File: src/rtl/mips_pkg.sv
// Shared encodings for the MIPS control path: FSM states, opcodes, functs,
// ALU operation codes and the instruction classes used by the control unit.
package mips_pkg;

  localparam logic [2:0] S_FETCH   = 3'd0;
  localparam logic [2:0] S_DECODE  = 3'd1;
  localparam logic [2:0] S_EXEC    = 3'd2;
  localparam logic [2:0] S_MEM     = 3'd3;
  localparam logic [2:0] S_WB      = 3'd4;
  localparam logic [2:0] S_ILLEGAL = 3'd7;

  localparam logic [5:0] OP_RTYPE = 6'b000000;
  localparam logic [5:0] OP_LW    = 6'b100011;
  localparam logic [5:0] OP_SW    = 6'b101011;
  localparam logic [5:0] OP_BEQ   = 6'b000100;
  localparam logic [5:0] OP_ADDI  = 6'b001000;
  localparam logic [5:0] OP_ORI   = 6'b001101;
  localparam logic [5:0] OP_J     = 6'b000010;
  localparam logic [5:0] OP_JAL   = 6'b000011;

  localparam logic [5:0] FN_ADD = 6'b100000;
  localparam logic [5:0] FN_SUB = 6'b100010;
  localparam logic [5:0] FN_AND = 6'b100100;
  localparam logic [5:0] FN_OR  = 6'b100101;
  localparam logic [5:0] FN_SLT = 6'b101010;

  localparam logic [3:0] ALU_AND = 4'b0000;
  localparam logic [3:0] ALU_OR  = 4'b0001;
  localparam logic [3:0] ALU_ADD = 4'b0010;
  localparam logic [3:0] ALU_SUB = 4'b0110;
  localparam logic [3:0] ALU_SLT = 4'b0111;

  typedef enum logic [3:0] {
    CLS_NONE,
    CLS_R,
    CLS_LW,
    CLS_SW,
    CLS_BEQ,
    CLS_ADDI,
    CLS_ORI,
    CLS_J,
    CLS_JAL
  } op_class_t;

endpackage

File: src/rtl/ctrl_decode.sv
// Combinational opcode/funct classifier: instruction class, ALU operation
// and a legality flag for anything the control unit cannot sequence.
module ctrl_decode
  import mips_pkg::*;
(
  input  logic [5:0] op,
  input  logic [5:0] funct,
  output op_class_t  cls,
  output logic [3:0] aluop,
  output logic       legal
);

  always_comb begin
    cls   = CLS_NONE;
    aluop = ALU_ADD;
    legal = 1'b1;
    case (op)
      OP_RTYPE: begin
        cls = CLS_R;
        case (funct)
          FN_ADD:  aluop = ALU_ADD;
          FN_SUB:  aluop = ALU_SUB;
          FN_AND:  aluop = ALU_AND;
          FN_OR:   aluop = ALU_OR;
          FN_SLT:  aluop = ALU_SLT;
          default: begin
            cls   = CLS_NONE;
            legal = 1'b0;
          end
        endcase
      end
      OP_LW:   cls = CLS_LW;
      OP_SW:   cls = CLS_SW;
      OP_BEQ:  begin
        cls   = CLS_BEQ;
        aluop = ALU_SUB;
      end
      OP_ADDI: cls = CLS_ADDI;
      OP_ORI:  begin
        cls   = CLS_ORI;
        aluop = ALU_OR;
      end
      OP_J:    cls = CLS_J;
      OP_JAL:  cls = CLS_JAL;
      default: legal = 1'b0;
    endcase
  end

endmodule

File: src/rtl/multicycle_ctrl.sv
// Multi-cycle control FSM: FETCH/DECODE/EXEC/MEM/WB sequencing of the datapath
// with Moore-style outputs driven from the state and the latched op/funct.
module multicycle_ctrl
  import mips_pkg::*;
(
  input  logic        clk,
  input  logic        reset,
  input  logic [31:0] instr,
  input  logic        zero,
  input  logic        mem_ready,
  output logic        pcWrite,
  output logic        irWrite,
  output logic        regDst,
  output logic        link,
  output logic        ALUSrc,
  output logic        memToReg,
  output logic        ALUToReg,
  output logic        regWrite,
  output logic        memRead,
  output logic        memWrite,
  output logic        jump,
  output logic        branch,
  output logic [3:0]  ALUop,
  output logic [2:0]  state_o,
  output logic        done,
  output logic        trap
);

  logic [2:0] state_reg, state_next;
  logic [5:0] op_reg, funct_reg;
  logic [5:0] dec_op, dec_funct;
  op_class_t  cls;
  logic [3:0] dec_aluop;
  logic       legal;
  logic       unused_instr_bits;

  assign unused_instr_bits = ^instr[25:6];

  // The decoder sees the live instruction only while DECODE chooses the next
  // state; every later state works from the latched copy.
  assign dec_op    = (state_reg == S_DECODE) ? instr[31:26] : op_reg;
  assign dec_funct = (state_reg == S_DECODE) ? instr[5:0]   : funct_reg;

  ctrl_decode u_decode (
    .op    (dec_op),
    .funct (dec_funct),
    .cls   (cls),
    .aluop (dec_aluop),
    .legal (legal)
  );

  always_ff @(posedge clk) begin
    if (reset) begin
      state_reg <= S_FETCH;
      op_reg    <= 6'd0;
      funct_reg <= 6'd0;
    end else begin
      state_reg <= state_next;
      if (state_reg == S_DECODE) begin
        op_reg    <= instr[31:26];
        funct_reg <= instr[5:0];
      end
    end
  end

  always_comb begin
    state_next = state_reg;
    case (state_reg)
      S_FETCH:  state_next = S_DECODE;
      S_DECODE: state_next = legal ? S_EXEC : S_ILLEGAL;
      S_EXEC: begin
        case (cls)
          CLS_BEQ, CLS_J, CLS_JAL: state_next = S_FETCH;
          CLS_LW, CLS_SW:          state_next = S_MEM;
          default:                 state_next = S_WB;
        endcase
      end
      S_MEM: begin
        if (mem_ready) state_next = (cls == CLS_LW) ? S_WB : S_FETCH;
      end
      S_WB:      state_next = S_FETCH;
      S_ILLEGAL: state_next = S_ILLEGAL;
      default:   state_next = S_FETCH;
    endcase
  end

  always_comb begin
    pcWrite  = 1'b0;
    irWrite  = 1'b0;
    regDst   = 1'b0;
    link     = 1'b0;
    ALUSrc   = 1'b0;
    memToReg = 1'b0;
    ALUToReg = 1'b0;
    regWrite = 1'b0;
    memRead  = 1'b0;
    memWrite = 1'b0;
    jump     = 1'b0;
    branch   = 1'b0;
    ALUop    = 4'b0000;
    done     = 1'b0;
    trap     = 1'b0;
    state_o  = 3'd0;
    // Reset blanks every output in the same cycle, whatever state is held.
    if (!reset) begin
      state_o = state_reg;
      case (state_reg)
        S_FETCH: begin
          irWrite = 1'b1;
          pcWrite = 1'b1;
        end
        S_EXEC: begin
          ALUop  = dec_aluop;
          ALUSrc = (cls == CLS_R) || (cls == CLS_BEQ);
          case (cls)
            CLS_BEQ: begin
              branch  = 1'b1;
              pcWrite = zero;
              done    = 1'b1;
            end
            CLS_J: begin
              jump    = 1'b1;
              pcWrite = 1'b1;
              done    = 1'b1;
            end
            CLS_JAL: begin
              jump     = 1'b1;
              pcWrite  = 1'b1;
              regWrite = 1'b1;
              link     = 1'b1;
              done     = 1'b1;
            end
            default: ;
          endcase
        end
        S_MEM: begin
          ALUop    = ALU_ADD;
          memRead  = (cls == CLS_LW);
          memWrite = (cls == CLS_SW);
          done     = (cls == CLS_SW) && mem_ready;
        end
        S_WB: begin
          // ALU controls stay at their EXEC values so the result is stable.
          ALUop    = dec_aluop;
          ALUSrc   = (cls == CLS_R);
          regWrite = 1'b1;
          regDst   = (cls != CLS_R);
          ALUToReg = 1'b1;
          memToReg = (cls == CLS_LW);
          done     = 1'b1;
        end
        S_ILLEGAL: trap = 1'b1;
        default: ;
      endcase
    end
  end

endmodule

File: config.mk
export PLATFORM = sky130hd
export DESIGN_NAME = multicycle_ctrl
export DESIGN_NICKNAME = d
export VERILOG_FILES = /design/src/rtl/mips_pkg.sv /design/src/rtl/ctrl_decode.sv /design/src/rtl/multicycle_ctrl.sv
export SDC_FILE = /design/constraint.sdc
export NUM_CORES = 1
export LEC_CHECK = 0
export ABC_AREA = 1
export CORE_MARGIN = 2
export CORE_UTILIZATION = 38
export CTS_BUF_LIST = sky130_fd_sc_hd__clkbuf_8 sky130_fd_sc_hd__clkbuf_16
export CTS_CLUSTER_DIAMETER = 80
export CTS_CLUSTER_SIZE = 8
export DETAILED_ROUTE_END_ITERATION = 12
export GPL_ROUTABILITY_DRIVEN = 1
export PLACE_DENSITY = 0.82
export SKIP_CTS_REPAIR_TIMING = 1
export SLEW_MARGIN = 20
export SYNTH_ARGS = -nofsm -noshare
export SYNTH_HDL_FRONTEND = slang
export SYNTH_SLANG_ARGS = --single-unit
File: constraint.sdc
create_clock -name clk -period 1.74 [get_ports clk]
set_clock_uncertainty 0.05 [all_clocks]
set_input_delay 0.348 -clock clk [delete_from_list [all_inputs] [get_ports clk]]
set_output_delay 0.348 -clock clk [all_outputs]
set_load 0.1 [all_outputs]
==> After elaboration in Yosys (flattened, before gate mapping) <==
Cells that the tools add are included.
{ "word_totals": {"output_inout_bits": 21, "in_bits": 36, "elab_cells": 87, "register_bits": 15} }
{ "op_classes": {"n_reduce_logical": 10, "mux": 49, "n_eq_ne": 25} }
{ "op_table": {"columns": ["op", "n"], "rows": [
  ["$eq 6x6->1 const B", 7],
  ["$pmux 4 s8", 1],
  ["$mux 1", 30],
  ["$pmux 3 s5", 1],
  ["$eq 6x2->1 const B", 2],
  ["$eq 6x4->1 const B", 2],
  ["$mux 3", 4],
  ["$mux 6", 2],
  ["$pmux 3 s4", 1],
  ["$pmux 4 s3", 1],
  ["$pmux 1 s2", 5],
  ["$eq 4x2->1 const B", 2],
  ["$eq 4x3->1 const B", 2],
  ["$pmux 4 s2", 1],
  ["$reduce_or 7->1", 1],
  ["$eq 3x2->1 const B", 2],
  ["$eq 3x3->1 const B", 2],
  ["$eq 6x3->1 const B", 1],
  ["$logic_not 6->1", 1],
  ["$pmux 3 s2", 1],
  ["$reduce_or 2->1", 3],
  ["$reduce_or 5->1", 1],
  ["$eq 4x1->1 const B", 1],
  ["$eq 4x4->1 const B", 1],
  ["other kinds (9)", 9]
]} }

==> Longest topological paths before layout <==
Gate-level depths: netlist (run 1).
{ "depth": {"ltp_word": 11, "ltp_mapped": 14, "depth_no_buf": 14} }

==> Hierarchy <==
From an unflattened synthesis (run 1), not the netlist that was laid out.
{ "unflattened": {"hier_cells": 242, "area_unflattened_um2": 1442.6} }
{ "modules_own_cells": {"columns": ["module", "instances", "cells_per_inst", "area_each_um2", "seq_area_each_um2"], "rows": [
  ["multicycle_ctrl", 1, 191, 1189.9, 300.3],
  ["ctrl_decode", 1, 51, 252.7, 0.0]
]} }

==> Worst setup path after synthesis (run 1) <==
No wires, ideal clock.
{ "synth_timing": {"kind": "flip-flop to output port", "from": "reg state_reg[1]", "to": "out regWrite", "required_ps": 1342, "stages_incl_launch_ff": 6, "arrival_ps": 4399, "path_buffers": 1, "slack_ps": -3057, "cell_sequence": "dfxtp_1 > inv_2 > buf_2 > nor2_1 > nand2_1 > o21ai_0"} }
{ "synth_via": {"elab_chain_len": 10, "word_cells_on_any_way": 25, "classes_between": "eq/ne (16); mux (7); reduce/logical (2)"} }
{ "synth_rtl": {"columns": ["item", "line_no", "rtl"], "rows": [
  ["start: declaration", "multicycle_ctrl.sv:29", "logic [2:0] state_reg, state_next;"],
  ["start signal: assignment", "multicycle_ctrl.sv:58", "state_reg <= state_next;"],
  ["$eq 3x1->1", "multicycle_ctrl.sv:41, multicycle_ctrl.sv:42", null],
  ["$mux 6", null, null],
  ["$eq 6x6->1", "ctrl_decode.sv:20", "case (funct)"],
  ["$reduce_or 5->1 (no line)", null, null],
  ["$mux 1", "ctrl_decode.sv:20", null],
  ["$pmux 4 s8", "ctrl_decode.sv:17", "case (op)"],
  ["$eq 4x4->1", "multicycle_ctrl.sv:115", "case (cls)"],
  ["$mux 1", "multicycle_ctrl.sv:115", null],
  ["$pmux 1 s2 *", "multicycle_ctrl.sv:107", "case (state_reg)"],
  ["$mux 1 *", "multicycle_ctrl.sv:105", "if (!reset) begin"],
  ["end: declaration", "multicycle_ctrl.sv:18", "output logic regWrite,"]
]} }
Every way passes the cells marked *; elsewhere a longest branch is shown, timed or not.

==> Worst setup path after layout (run 1) <==
{ "layout_timing": {"from": "reg state_reg[2]", "to": "out ALUSrc"} }
{ "layout_via": {"elab_chain_len": 10, "word_cells_on_any_way": 26, "classes_between": "eq/ne (17); mux (6); reduce/logical (3)"} }
{ "layout_rtl": {"columns": ["item", "line_no", "rtl"], "rows": [
  ["$eq 3x1->1", "multicycle_ctrl.sv:41, multicycle_ctrl.sv:42", null],
  ["$mux 6", null, null],
  ["$eq 6x6->1", "ctrl_decode.sv:20", null],
  ["$reduce_or 5->1 (no line)", null, null],
  ["$mux 1", "ctrl_decode.sv:20", null],
  ["$pmux 4 s8", "ctrl_decode.sv:17", null],
  ["$eq 4x1->1 or $eq 4x3->1 (tied branches)", "multicycle_ctrl.sv:114, multicycle_ctrl.sv:145", null],
  ["$logic_or 1x1->1", "multicycle_ctrl.sv:114", "ALUSrc = (cls == CLS_R) || (cls == CLS_BEQ);"],
  ["$pmux 1 s2 *", "multicycle_ctrl.sv:107", null],
  ["$mux 1 *", "multicycle_ctrl.sv:105", null],
  ["end: declaration", "multicycle_ctrl.sv:15", "output logic ALUSrc,"]
]} }
Marked as above.

==> results of run 1 <==
==> tightest hold or removal path: cells and delay by family (launching register included) <==
kind | cells | cell delay [ns]
flip-flops | 1 | 0.31
AND/OR/NAND/NOR | 1 | 0.10
AO/OA/AOI/OAI | 1 | 0.08
==> stage by stage <==
| step | utilization | worst slack [ns] | TNS [ns] | hold WS [ns] | cells |
|---|---|---|---|---|---|
| after CTS | 0.768 | -0.957 | -13.53 | 0.446 | 353 |
| after global placement | 0.754 | -0.750 | -11.11 | 0.405 | 349 |
| after floorplan | - | -0.879 | -9.15 | 0.398 | 221 |
| after global routing | 0.892 | -1.13 | -16.54 | 0.501 | 369 |
| after detailed placement | 0.754 | -0.813 | -11.81 | 0.419 | 349 |
| final | 0.892 | -1.10 | -15.57 | 0.481 | 369 |
==> placed cells by master, fill, tap and decap left out, drive strengths merged, types with 3 or more instances in the layout <==
master and count:
o21ai 8, dfxtp 15, nand4 6, buf 90, nand3b 4, clkdlybuf4s50 14
inv 31, nand3 25, a21oi 5, clkbuf 3, nor2 54, nand2 56
==> cells in the mapped netlist (all sizes together) <==
cell type	number
buf	5
inv	32
nand3	24
o21ai	8
nor3	2
nand3b	4
clkbuf	3
o21bai	1
a311oi	1
nor4	1
dfxtp	15
a31oi	2
a21oi	5
nor2	54
nor3b	1
conb	1
nand4	6
nand2	56
==> power by group through the flow <==
| stage | Combinational, mW | Sequential, mW | Clock, mW |
|---|---|---|---|
| 6_report | 5.65 | 0.613 | 0.288 |
| 5_1_grt | 5.86 | 0.621 | 0.305 |
| 4_1_cts | 4.16 | 0.578 | 0.283 |
| 3_5_place_dp | 4.14 | 0.582 | 0 |
| 3_3_place_gp | 4.02 | 0.575 | 0 |
| 2_1_floorplan | 2.58 | 0.585 | 0 |
==> cells by family after synthesis <==
family                 share of synthesized area
buffers and inverters                      0.137
AOI/OAI and AO/OA                         0.0763
other                                    0.00282
and+or+nand+nor                            0.558
DFF                                        0.226
==> final cells by class <==
type	count	area, sq um
sequential	15	309
inverter	32	143
tap	46	57.6
clock buffer	3	41.3
clock inverter	1	3.75
timing repair buffer	105	1140
multi-input combinational	167	1290
fill	149	360
==> final timing paths <==
check,startpoint,to,slack (ns),cells past startpoint
worst max-delay path,state_reg[2]$_SDFFE_PP0P_,ALUSrc,-1.10,13
worst min-delay path,funct_reg[4]$_SDFF_PP0_,funct_reg[4]$_SDFF_PP0_,0.48,2
worst max register to register,state_reg[0]$_SDFFE_PP0P_,state_reg[2]$_SDFFE_PP0P_,-0.64,17
worst min register to register,funct_reg[4]$_SDFF_PP0_,funct_reg[4]$_SDFF_PP0_,0.48,2
==> layer usage <==
layer,GRT usage,share of wire
met4,0.0556,0.080
met3,0.0393,0.084
met1,0.323,0.36
met2,0.456,0.48
met5,0,0
==> impl_metrics.env, run 1 <==
export IMPL_status="finished, violations left"
export IMPL_violations="setup timing"
export IMPL_vias=2139
export IMPL_synth_warnings=0
export IMPL_fin_nets=360
export IMPL_yosysSeqAreaShare=0.226
export IMPL_switching_share=0.561
export IMPL_critPathMaxStageDelay_ns=0.37
export IMPL_numCtsBuffers=3
export IMPL_cpMaxStageDelayCell="dfxtp_4"
export IMPL_min_period_ns=2.84
export IMPL_row_count=21
export IMPL_grt_max_degree=17
export IMPL_p_switching_mw=3.67
export IMPL_clkSlewWorstSetupHoldPaths_ns=0.06
export IMPL_worstPathCellList="inv_6, nand3_4, buf_4, nand2_2, o21ai_1, nor2_2, nand2_1, nor2_2, inv_1, a31oi_2, o21ai_2, clkinvlp_4, buf_12"
export IMPL_antenna_found_initial=0
export IMPL_cp_arrival_ns=2.44
export IMPL_insertion_delay_ns=0.26
export IMPL_hold_path_class="flip-flop to flip-flop"
export IMPL_grt_pass1_vias=1728
export IMPL_cp_common_cell="nor2_2"
export IMPL_power_leakage_nw=1.32
export IMPL_finalSetupViolCount=20
export IMPL_layout_drive_gt1_share=0.610
export IMPL_ant_nets=0
export IMPL_yosys_cell_types_count=31
export IMPL_crit_family="simple AND/OR/NAND/NOR gates"
export IMPL_start_util=0.398
export IMPL_post_drt_wl_per_cell_um=21.2
export IMPL_n_antenna_cell=0
export IMPL_synth_area_top_cells="dfxtp_1 (23%), nor2_1 (13%), nand2_1 (13%)"
export IMPL_critPathCaptureType="output port"
export IMPL_worst_slack_ns=-1.10
export IMPL_io_buffers=35
export IMPL_chipHeight_um=63.1
export IMPL_drv_cap=0
export IMPL_drc=0
export IMPL_pwr_share_clk=0.044
export IMPL_crit_required_ns=1.34
export IMPL_drt_iter0_markers=220
export IMPL_cts_tree="done"
export IMPL_die_w_um=63.1
export IMPL_coreArea_sq_um=3340
export IMPL_htree_levels=1
export IMPL_maxSlewViolCount=0
export IMPL_grt_pass1_wl_um=8030
export IMPL_synth_seq_cells=15
export IMPL_cp_max_fo=7
export IMPL_area_delta_synth_final_pct=124
export IMPL_cp_num_buf_inv=5
export IMPL_syn_area_per_cell_sq_um=6.01
export IMPL_synth_top_area_share=0.226
export IMPL_clock_fmax_mhz=352
export IMPL_die_area_sq_um=3990
export IMPL_critPathLaunchType="flip-flop"
export IMPL_finalPower_mw=6.55
export IMPL_cts_root_buf="clkbuf_8"
export IMPL_rsz0062_at_grt="true"
export IMPL_hpwl_um=3980
export IMPL_postLayoutCellArea_sq_um=2980
export IMPL_p_per_area_nw_per_um2=2200
export IMPL_fin_crit_sh=1.63
export IMPL_synth_largest_area_cell="dfxtp_1"
export IMPL_grt_overflow_total=0
export IMPL_first_pass_iters=6
export IMPL_p_int_mw=2.87
export IMPL_clockBufferDepth=2
export IMPL_syn_nets=257
export IMPL_drt_total_wl_um=7830
export IMPL_grt_use_total=0.256
export IMPL_cts_sinks=15
export IMPL_post_dp_cell_area_sq_um=2520
export IMPL_path_class="flip-flop to output port"
export IMPL_viasPerCell=5.80
export IMPL_pwr_share_seq=0.094
export IMPL_hold_viol_final=0
export IMPL_num_io_pins=57
export IMPL_peakVddDrop_mv=1.71
export IMPL_globalplace_congestion=0.909
export IMPL_synth_area_sq_um=1330
export IMPL_synthesis_instances=221
export IMPL_combPwrFrac=0.862
No activity file was read; power rests on OpenSTA's default activity.
==> run 2: changes to the inputs <==
--- a/config.mk
+++ b/config.mk
@@ -15,7 +15,7 @@
 export GPL_ROUTABILITY_DRIVEN = 1
 export PLACE_DENSITY = 0.82
 export SKIP_CTS_REPAIR_TIMING = 1
-export SLEW_MARGIN = 20
+export SLEW_MARGIN = 40
 export SYNTH_ARGS = -nofsm -noshare
 export SYNTH_HDL_FRONTEND = slang
 export SYNTH_SLANG_ARGS = --single-unit
==> results of run 2 <==
The final DEF is identical to that of run 1; final timing and power are the same.
